===== config.mk =====
export PLATFORM = sky130hd
export DESIGN_NAME = spi_peripheral
export DESIGN_NICKNAME = d
export VERILOG_FILES = /design/src/rtl/spi_pkg.sv /design/src/rtl/spi_sync.sv /design/src/rtl/spi_peripheral.sv
export SDC_FILE = /design/constraint.sdc
export NUM_CORES = 1
export LEC_CHECK = 0
export BUFFER_PORTS_ARGS = -buffer_cell sky130_fd_sc_hd__buf_4
export CELL_PAD_IN_SITES_DETAIL_PLACEMENT = 1
export CELL_PAD_IN_SITES_GLOBAL_PLACEMENT = 2
export CORE_ASPECT_RATIO = 1.2
export CORE_MARGIN = 2
export CORE_UTILIZATION = 33
export DETAILED_ROUTE_END_ITERATION = 8
export PLACE_DENSITY_LB_ADDON = 0.1
export SYNTH_ARGS = -nofsm -noshare
export SYNTH_HDL_FRONTEND = slang
export SYNTH_HIERARCHICAL = 1
export SYNTH_SLANG_ARGS = --single-unit

===== constraint.sdc =====
create_clock -name clk -period 1.85 [get_ports clk]
set_input_delay 0.0925 -clock clk [delete_from_list [all_inputs] [get_ports clk]]
set_output_delay 0.0925 -clock clk [all_outputs]
set_load 0.005 [all_outputs]

===== src/rtl/spi_pkg.sv =====
// Shared definitions for the SPI memory peripheral.
//   state_t        : transaction FSM states
//   OP_READ/WRITE  : values of the op bit in the command byte
//   CMD_*          : bit positions of the command byte fields {op, x, addr}
package spi_pkg;

    typedef enum logic [1:0] {
        ST_IDLE  = 2'd0,
        ST_CMD   = 2'd1,
        ST_WRITE = 2'd2,
        ST_READ  = 2'd3
    } state_t;

    localparam logic OP_READ  = 1'b0;
    localparam logic OP_WRITE = 1'b1;

    localparam int CMD_OP_BIT   = 7;
    localparam int CMD_ADDR_LSB = 0;

endpackage


===== src/rtl/spi_sync.sv =====
// Two-flop synchronizer with edge detection for one asynchronous pin.
// Ports:
//   clk, rst  : system clock, synchronous active-high reset
//   din       : asynchronous input pin
//   sync_out  : synchronized level (2 flops after the pin)
//   rise/fall : one-cycle pulses on synchronized level changes
// RESET_VAL sets the idle level the chain assumes during reset.
module spi_sync #(
    parameter logic RESET_VAL = 1'b0
) (
    input  logic clk,
    input  logic rst,
    input  logic din,
    output logic sync_out,
    output logic rise,
    output logic fall
);

    logic meta_q, meta_d;
    logic sync_q, sync_d;
    logic prev_q, prev_d;

    always_comb begin
        meta_d = din;
        sync_d = meta_q;
        prev_d = sync_q;
    end

    always_ff @(posedge clk) begin
        if (rst) begin
            meta_q <= RESET_VAL;
            sync_q <= RESET_VAL;
            prev_q <= RESET_VAL;
        end else begin
            meta_q <= meta_d;
            sync_q <= sync_d;
            prev_q <= prev_d;
        end
    end

    assign sync_out = sync_q;
    assign rise     = sync_q & ~prev_q;
    assign fall     = ~sync_q & prev_q;

endmodule


===== src/rtl/spi_peripheral.sv =====
// SPI (mode 0) peripheral bridging a controller to a byte-wide memory.
// The first byte is a command {op, x, addr}; op=1 writes the following
// bytes to consecutive addresses, op=0 streams consecutive bytes back on
// miso. Addresses wrap at MEMORY_SIZE_IN_BYTES.
// Ports:
//   clk, rst             : system clock, synchronous active-high reset
//   sclk, cs_n, mosi     : asynchronous SPI pins from the controller
//   miso, miso_oe        : serial read data and its drive enable
//   address, data_out    : memory address and write data
//   data_in              : memory read data, valid the cycle after rd
//   rd, wr               : one-cycle memory strobes
//   active               : high while a transaction is selected
//   done                 : (SPI_PERIPHERAL_DONE_EN only) one-cycle pulse at
//                          deselect when at least one data byte completed
//   state_dbg            : current FSM state for observation
// Optional feature macro: SPI_PERIPHERAL_DONE_EN.
module spi_peripheral
    import spi_pkg::*;
#(
    parameter int MEMORY_SIZE_IN_BYTES = 64,
    localparam int AW = $clog2(MEMORY_SIZE_IN_BYTES)
) (
    input  logic          clk,
    input  logic          rst,
    input  logic          sclk,
    input  logic          cs_n,
    input  logic          mosi,
    output logic          miso,
    output logic          miso_oe,
    output logic [AW-1:0] address,
    input  logic [7:0]    data_in,
    output logic [7:0]    data_out,
    output logic          rd,
    output logic          wr,
    output logic          active,
`ifdef SPI_PERIPHERAL_DONE_EN
    output logic          done,
`endif
    output logic [1:0]    state_dbg
);

    logic sclk_s, sclk_rise, sclk_fall;
    logic cs_s, cs_rise, cs_fall;
    logic mosi_s, mosi_rise, mosi_fall;

    spi_sync #(.RESET_VAL(1'b0)) u_sync_sclk (
        .clk(clk), .rst(rst), .din(sclk),
        .sync_out(sclk_s), .rise(sclk_rise), .fall(sclk_fall)
    );
    spi_sync #(.RESET_VAL(1'b1)) u_sync_cs (
        .clk(clk), .rst(rst), .din(cs_n),
        .sync_out(cs_s), .rise(cs_rise), .fall(cs_fall)
    );
    spi_sync #(.RESET_VAL(1'b0)) u_sync_mosi (
        .clk(clk), .rst(rst), .din(mosi),
        .sync_out(mosi_s), .rise(mosi_rise), .fall(mosi_fall)
    );

    state_t        state_q, state_d;
    logic [2:0]    bit_cnt_q, bit_cnt_d;
    logic [6:0]    rx_q, rx_d;
    logic [7:0]    tx_q, tx_d;
    logic [AW-1:0] addr_q, addr_d;
    logic [7:0]    data_out_q, data_out_d;
    logic          rd_q, rd_d;
    logic          wr_q, wr_d;
    logic          load_q, load_d;
    logic          miso_q, miso_d;
    logic          miso_oe_q, miso_oe_d;
    logic          active_q, active_d;
    logic [1:0]    settle_q, settle_d;
    logic          armed_q, armed_d;
    logic [7:0]    rx_byte;
    logic          byte_end;

    // Memory strobes: rd and wr are single-cycle pulses with no back-pressure.
    // address (and data_out for wr) is valid in the same cycle as the strobe;
    // read data is expected on data_in in the cycle after rd.

    always_comb begin
        state_d    = state_q;
        bit_cnt_d  = bit_cnt_q;
        rx_d       = rx_q;
        tx_d       = tx_q;
        addr_d     = addr_q;
        data_out_d = data_out_q;
        rd_d       = 1'b0;
        wr_d       = 1'b0;
        load_d     = rd_q;
        miso_d     = miso_q;
        miso_oe_d  = miso_oe_q;
        active_d   = active_q;
        // The cs_n chain resets to "deselected", so a controller already
        // holding cs_n low would look like a falling edge right after reset.
        // Only accept a start once the settled pin has been seen high.
        settle_d   = settle_q[1] ? settle_q : settle_q + 2'd1;
        armed_d    = armed_q | (settle_q[1] & cs_s);
        rx_byte    = {rx_q, mosi_s};
        byte_end   = sclk_rise && (bit_cnt_q == 3'd0);

        if (load_q) begin
            tx_d = data_in;
        end
        // Write address advances only after wr has presented it.
        if (wr_q) begin
            addr_d = addr_q + 1'b1;
        end

        case (state_q)
            ST_IDLE: begin
                miso_d    = 1'b0;
                miso_oe_d = 1'b0;
                active_d  = 1'b0;
                if (cs_fall && armed_q) begin
                    state_d   = ST_CMD;
                    bit_cnt_d = 3'd7;
                    miso_oe_d = 1'b1;
                    active_d  = 1'b1;
                end
            end
            ST_CMD: begin
                if (sclk_rise) begin
                    rx_d      = rx_byte[6:0];
                    bit_cnt_d = bit_cnt_q - 3'd1;
                    if (byte_end) begin
                        addr_d = rx_byte[CMD_ADDR_LSB +: AW];
                        if (rx_byte[CMD_OP_BIT] == OP_WRITE) begin
                            state_d = ST_WRITE;
                        end
                        if (rx_byte[CMD_OP_BIT] == OP_READ) begin
                            state_d = ST_READ;
                            rd_d    = 1'b1;
                        end
                    end
                end
            end
            ST_WRITE: begin
                if (sclk_rise) begin
                    rx_d      = rx_byte[6:0];
                    bit_cnt_d = bit_cnt_q - 3'd1;
                    if (byte_end) begin
                        data_out_d = rx_byte;
                        wr_d       = 1'b1;
                    end
                end
            end
            ST_READ: begin
                if (sclk_fall) begin
                    miso_d = tx_q[7];
                    tx_d   = {tx_q[6:0], 1'b0};
                end
                if (sclk_rise) begin
                    bit_cnt_d = bit_cnt_q - 3'd1;
                    // Prefetch: the next byte is loaded long before the
                    // following falling edge since sclk is at most clk/8.
                    if (byte_end) begin
                        addr_d = addr_q + 1'b1;
                        rd_d   = 1'b1;
                    end
                end
            end
            default: begin
                state_d = ST_IDLE;
            end
        endcase

        // Deselect aborts from any state; an unfinished byte is dropped.
        if (cs_s && (state_q != ST_IDLE)) begin
            state_d   = ST_IDLE;
            miso_d    = 1'b0;
            miso_oe_d = 1'b0;
            active_d  = 1'b0;
        end
    end

    always_ff @(posedge clk) begin
        if (rst) begin
            state_q    <= ST_IDLE;
            bit_cnt_q  <= 3'd7;
            rx_q       <= '0;
            tx_q       <= '0;
            addr_q     <= '0;
            data_out_q <= '0;
            rd_q       <= 1'b0;
            wr_q       <= 1'b0;
            load_q     <= 1'b0;
            miso_q     <= 1'b0;
            miso_oe_q  <= 1'b0;
            active_q   <= 1'b0;
            settle_q   <= 2'd0;
            armed_q    <= 1'b0;
        end else begin
            state_q    <= state_d;
            bit_cnt_q  <= bit_cnt_d;
            rx_q       <= rx_d;
            tx_q       <= tx_d;
            addr_q     <= addr_d;
            data_out_q <= data_out_d;
            rd_q       <= rd_d;
            wr_q       <= wr_d;
            load_q     <= load_d;
            miso_q     <= miso_d;
            miso_oe_q  <= miso_oe_d;
            active_q   <= active_d;
            settle_q   <= settle_d;
            armed_q    <= armed_d;
        end
    end

`ifdef SPI_PERIPHERAL_DONE_EN
    logic data_byte_done;
    logic seen_q, seen_d;
    logic done_q, done_d;

    always_comb begin
        data_byte_done = byte_end && ((state_q == ST_WRITE) || (state_q == ST_READ));
        seen_d         = seen_q | data_byte_done;
        done_d         = 1'b0;
        if (cs_s && (state_q != ST_IDLE)) begin
            done_d = seen_q | data_byte_done;
            seen_d = 1'b0;
        end
    end

    always_ff @(posedge clk) begin
        if (rst) begin
            seen_q <= 1'b0;
            done_q <= 1'b0;
        end else begin
            seen_q <= seen_d;
            done_q <= done_d;
        end
    end

    assign done = done_q;
`endif

    logic unused_bits;
    assign unused_bits = ^{sclk_s, cs_rise, mosi_rise, mosi_fall, rx_byte};

    assign miso      = miso_q;
    assign miso_oe   = miso_oe_q;
    assign address   = addr_q;
    assign data_out  = data_out_q;
    assign rd        = rd_q;
    assign wr        = wr_q;
    assign active    = active_q;
    assign state_dbg = state_q;

endmodule


Word-level counts from Yosys, hierarchy flattened
Cells that the tools add are included.
{"block": "totals", "inputBits": 13, "reg_bits": 50, "latch_bits": 0, "rom_bits": 0, "wordCells": 86, "memories": 0, "output_inout_bits": 21, "ramBits": 0}
{"block": "classes", "n_shift": 0, "n_reduce_logical": 17, "n_div": 0, "mux": 27, "order_cmp": 0, "n_mul": 0, "eq_ne": 8, "bitwise": 9, "n_addsub": 3}
{"op": "$mux 6", "n": 5}
{"op": "$mux 8", "n": 3}
{"op": "$pmux 6 s2", "n": 1}
{"op": "$mux 1", "n": 8}
{"op": "$mux 2", "n": 4}
{"op": "$ne 2x2->1 const B", "n": 4}
{"op": "$add 6x1->6 const B", "n": 1}
{"op": "$mux 3", "n": 2}
{"op": "$pmux 3 s2", "n": 1}
{"op": "$reduce_and 2->1", "n": 3}
{"op": "$reduce_bool 2->1", "n": 3}
{"op": "$reduce_or 2->1", "n": 3}
{"op": "$and 1x1->1", "n": 4}
{"op": "$eq 2x2->1 const B", "n": 2}
{"op": "$not 1->1", "n": 4}
{"op": "$pmux 1 s2", "n": 2}
{"op": "$pmux 2 s2", "n": 1}
{"op": "$reduce_and 4->1", "n": 1}
{"op": "$logic_and 1x1->1", "n": 3}
{"op": "$logic_not 3->1", "n": 1}
{"op": "$reduce_and 3->1", "n": 1}
{"op": "$reduce_or 3->1", "n": 1}
{"op": "$sub 3x1->3 const B", "n": 1}
{"op": "$add 2x1->2 const B", "n": 1}
{"op": "4 further kinds", "n": 4}

Longest topological paths before layout
{"block": "logic_depth", "word_depth": 6, "mapped_depth": 7, "mapped_depth_nobuf": 6}

Modules after synthesis
The synthesis kept the hierarchy.
{"mod": "spi_peripheral", "cells_each": 235, "seq_area_each_um2": 840.8, "instances": 1, "area_each_um2": 1950.6}
{"mod": "spi_sync at u_sync_mosi ...", "cells_each": 8, "seq_area_each_um2": 60.1, "instances": 2, "area_each_um2": 91.3}
{"mod": "spi_sync at u_sync_cs", "cells_each": 8, "seq_area_each_um2": 60.1, "instances": 1, "area_each_um2": 92.6}

Worst setup path before layout
Ideal clock, no wire load.
{"block": "synth_timing", "kind": "register to register", "from": "register bit_cnt_q[0]", "to": "register addr_q[2], in the netlist address[2]", "t_required_ns": 1.728, "setup_ns": 0.122, "period_less_slack_ns": 1.495, "path_buffers": 1, "t_arrival_ns": 1.373, "slack_ns": 0.355, "path_stages_with_launch": 8, "cell_sequence": "dfxtp_1 inv_1 ha_1 and3b_1 buf_6 o21ai_2 xnor2_1 a311o_1"}
{"block": "synth_between", "elab_chain_cells": 5, "word_cells_on_any_way": 7, "classes_between": "mux (5); reduce/logical (2)"}
{"element": "start, declared", "line": "spi_peripheral.sv:60", "source": "logic [2:0] bit_cnt_q, bit_cnt_d;"}
{"element": "start signal, assigned", "line": "spi_peripheral.sv:194", "source": "bit_cnt_q <= bit_cnt_d;"}
{"element": "$logic_not 3->1 *", "line": "spi_peripheral.sv:99", "source": "byte_end = sclk_rise && (bit_cnt_q == 3'd0);"}
{"element": "$logic_and 1x1->1 *", "line": "spi_peripheral.sv:99"}
{"element": "$mux 6 (on tied branches)", "line": "spi_peripheral.sv:156, spi_peripheral.sv:125"}
{"element": "$mux 6 (on tied branches)", "line": "spi_peripheral.sv:152, spi_peripheral.sv:122"}
{"element": "$pmux 6 s2 *", "line": "spi_peripheral.sv:109", "source": "case (state_q)"}
{"element": "end signal, assigned", "line": "spi_peripheral.sv:197", "source": "addr_q <= addr_d;"}
{"element": "end, declared", "line": "spi_peripheral.sv:63", "source": "logic [AW-1:0] addr_q, addr_d;"}
Mark *: on every way between the ends. The rest lies on a longest branch, timed or not.
A chain may end at the register's enable or synchronous reset.

Worst setup path after layout
{"block": "layout_timing", "from": "register state_q[1], in the netlist state_dbg[1]", "to": "register state_q[0], in the netlist state_dbg[0]"}
{"block": "layout_between", "elab_chain_cells": 3, "word_cells_on_any_way": 11, "classes_between": "eq/ne (4); mux (1); reduce/logical (6)"}
{"element": "start, declared", "line": "spi_peripheral.sv:59", "source": "state_t state_q, state_d;"}
{"element": "start signal, assigned", "line": "spi_peripheral.sv:193", "source": "state_q <= state_d;"}
{"element": "$eq 2x1->1, or another cell as far along", "line": "spi_peripheral.sv:109"}
{"element": "$ne 2x2->1 (no line), or another cell as far along"}
{"element": "$reduce_and 4->1 (no line) / $reduce_or 2->1 (equally long branches)"}
Several ways; a longest one is shown, not always the timed one.

==> impl_metrics.ini <==
[power]
pwr-share-seq_pct = 59.2
leakagePower_nw = 1.02
comb_power_share_pct = 5.6
vdd_drop_max_uv = 386
switchingPower_uw = 429
power_switching_share_pct = 22.8
power_density_nw_per_um2 = 710
internal_power_mw = 1.45
power.share.clock_pct = 35.2

[global_routing]
grt_pass1_wl_um = 8830
first_global_vias = 1877
grt_max_degree = 27
track_usage_pct = 15.0
overflow = 0
antenna_found_initial = 0

[timing]
worst_slack_ns = 0.136
max-slew-margin-rel_pct = 67.2
setup_tns_ns = 0
fin_crit_sh_pct = 92.6
period_minus_slack_ns = 1.71
rsz0062_at_grt = false
tightest_slew_ns = 0.490
hold_violations = 0
finalMaxSlewViolations = 0
skew_ns = 0.00893
max_freq_ghz = 0.584
setup_viol = 0

[place]
dpl_cell_area_um2 = 2530
place_ws_ns = 0.130
gp_congestion = 0.801
dp_hpwl_um = 3730
io_buffer_count = 33

[cells_and_area]
area_growth_pct = 21.3
n_antenna_cell = 0
nFillCells = 782
finish.instance_area_um2 = 2650
final_cell_mix = dfxtp_1 (50), buf_4 (43), nand2_1 (36), a21oi_1 (25), nor2_1 (19)
final_common_cell = dfxtp_1
drive_gt1_share_pct = 18.6
seqCellArea_um2 = 1000
layout.nets = 310
multi_input_area_um2 = 1070

[critical_path]
r2r_cells = 6
critPathCaptureType = flop
worstSetupStartpointType = flop
r2r-start = state_dbg[1]
cp_top_family = compound AO/OA/AOI/OAI gates
arrival_ns = 1.94
path_cells = inv_1, ha_1, inv_1, o21ai_0, a31o_2, a211oi_1
r2r_setup_slack_ns = 0.14
startpoint = state_dbg[1]
r2r-end = state_dbg[0]
slowest_delay_ns = 0.46
critPathRequiredTime_ns = 2.07
cp_slowest_cell = dfxtp_1
critPathBufInv = 2
worstSetupPathType = flop to flop
critical_path_peak_fanout = 11
critPathMostFrequentCell = inv_1

[detailed_routing]
wl_per_cell_um = 13.6
wirelength_um = 5110
viasPerCell = 4.97
drc = 0
postRouteAntennaNets = 0
vias = 1867
drt_iter0_markers = 73
first_pass_iters = 4

[die]
die_w_um = 78.2
start_util_pct = 34.0
core_region_area_um2 = 6410
dieArea_um2 = 7280
dieHeight_um = 93.1
io_pins = 34
rows = 32

[cts]
worst_skew_pair.late_latency_ns = 0.30
cts_buffers = 5
cts_tree = yes
h-tree-depth = 2
cts_setup_buffers = 0
clk_pin_slew_ns = 0.09
cts-resized-gates = 0
cts-root-buf = clkbuf_8
cts.sinks = 50
cts-hold-fix-buffers = 2
clock_path_buffers = 2

[hold_path]
hold_path_end = u_sync_sclk/meta_q
hold_path_class = input pin to flop
whs_path_depth = 2
min-delay-start = sclk

[synth]
syn_area_per_cell_um2 = 8.59
netlist_area_um2 = 2180
syn_inst = 254
syn-num-nets = 274
yosys_warnings = 6

[run]
cap_violations = 0

[outcome]
status = completed
## cell type report
class,instances,area share [%]
clock buffer,6,3.12
clock inverter,2,0.473
inverter,8,1.13
multi-input combinational,180,40.5
sequential,50,37.8
tap,85,4.02
timing repair buffer,45,13.0
## metrics by stage
step / hold slack, ns / std cells / power, mW / utilization [%]
2_1_floorplan: 0.164 / 254 / 1.19 / -
3_3_place_gp: 0.278 / 366 / 1.24 / 39.5
3_5_place_dp: 0.280 / 366 / 1.24 / 39.5
4_1_cts: 0.00374 / 376 / 1.91 / 41.3
5_1_grt: 0.0357 / 376 / 1.97 / 41.3
6_report: 0.0107 / 376 / 1.88 / 41.3
## power by group through the flow
| stage | logic, mW | clock network, mW | registers (mW) |
|---|---|---|---|
| finish | 0.105 | 0.662 | 1.11 |
| global route | 0.118 | 0.734 | 1.12 |
| detailed placement | 0.104 | 0 | 1.14 |
| floorplan | 0.0536 | 0 | 1.14 |
| CTS | 0.108 | 0.686 | 1.11 |
| global placement | 0.103 | 0 | 1.14 |
## worst max-delay path by stage
stage                    to  slack, ns  cells past startpoint
4_1_cts        state_dbg[0]       0.10                      6
5_1_grt        state_dbg[0]      0.003                      6
3_3_place_gp   state_dbg[0]       0.15                      6
2_1_floorplan    address[2]       0.36                      7
6_report       state_dbg[0]       0.14                      6
3_5_place_dp   state_dbg[0]       0.13                      6
## sequential cells by signal, indices dropped and copies added, names as in the netlist, 2 cells and up
register	count
state_dbg	2
data_out	8
bit_cnt_q	3
tx_q	8
rx_q	7
address	6
settle_q	2
## routing by layer
layer	share of wire, %	global-route usage [%]	up-vias
li1	-	-	947
met5	0	0	-
met1	47	18.9	882
met3	3.4	2.90	6
met2	48	25.3	32
met4	1.4	5.56	0
Note: power is estimated with default switching activity, not from simulation.
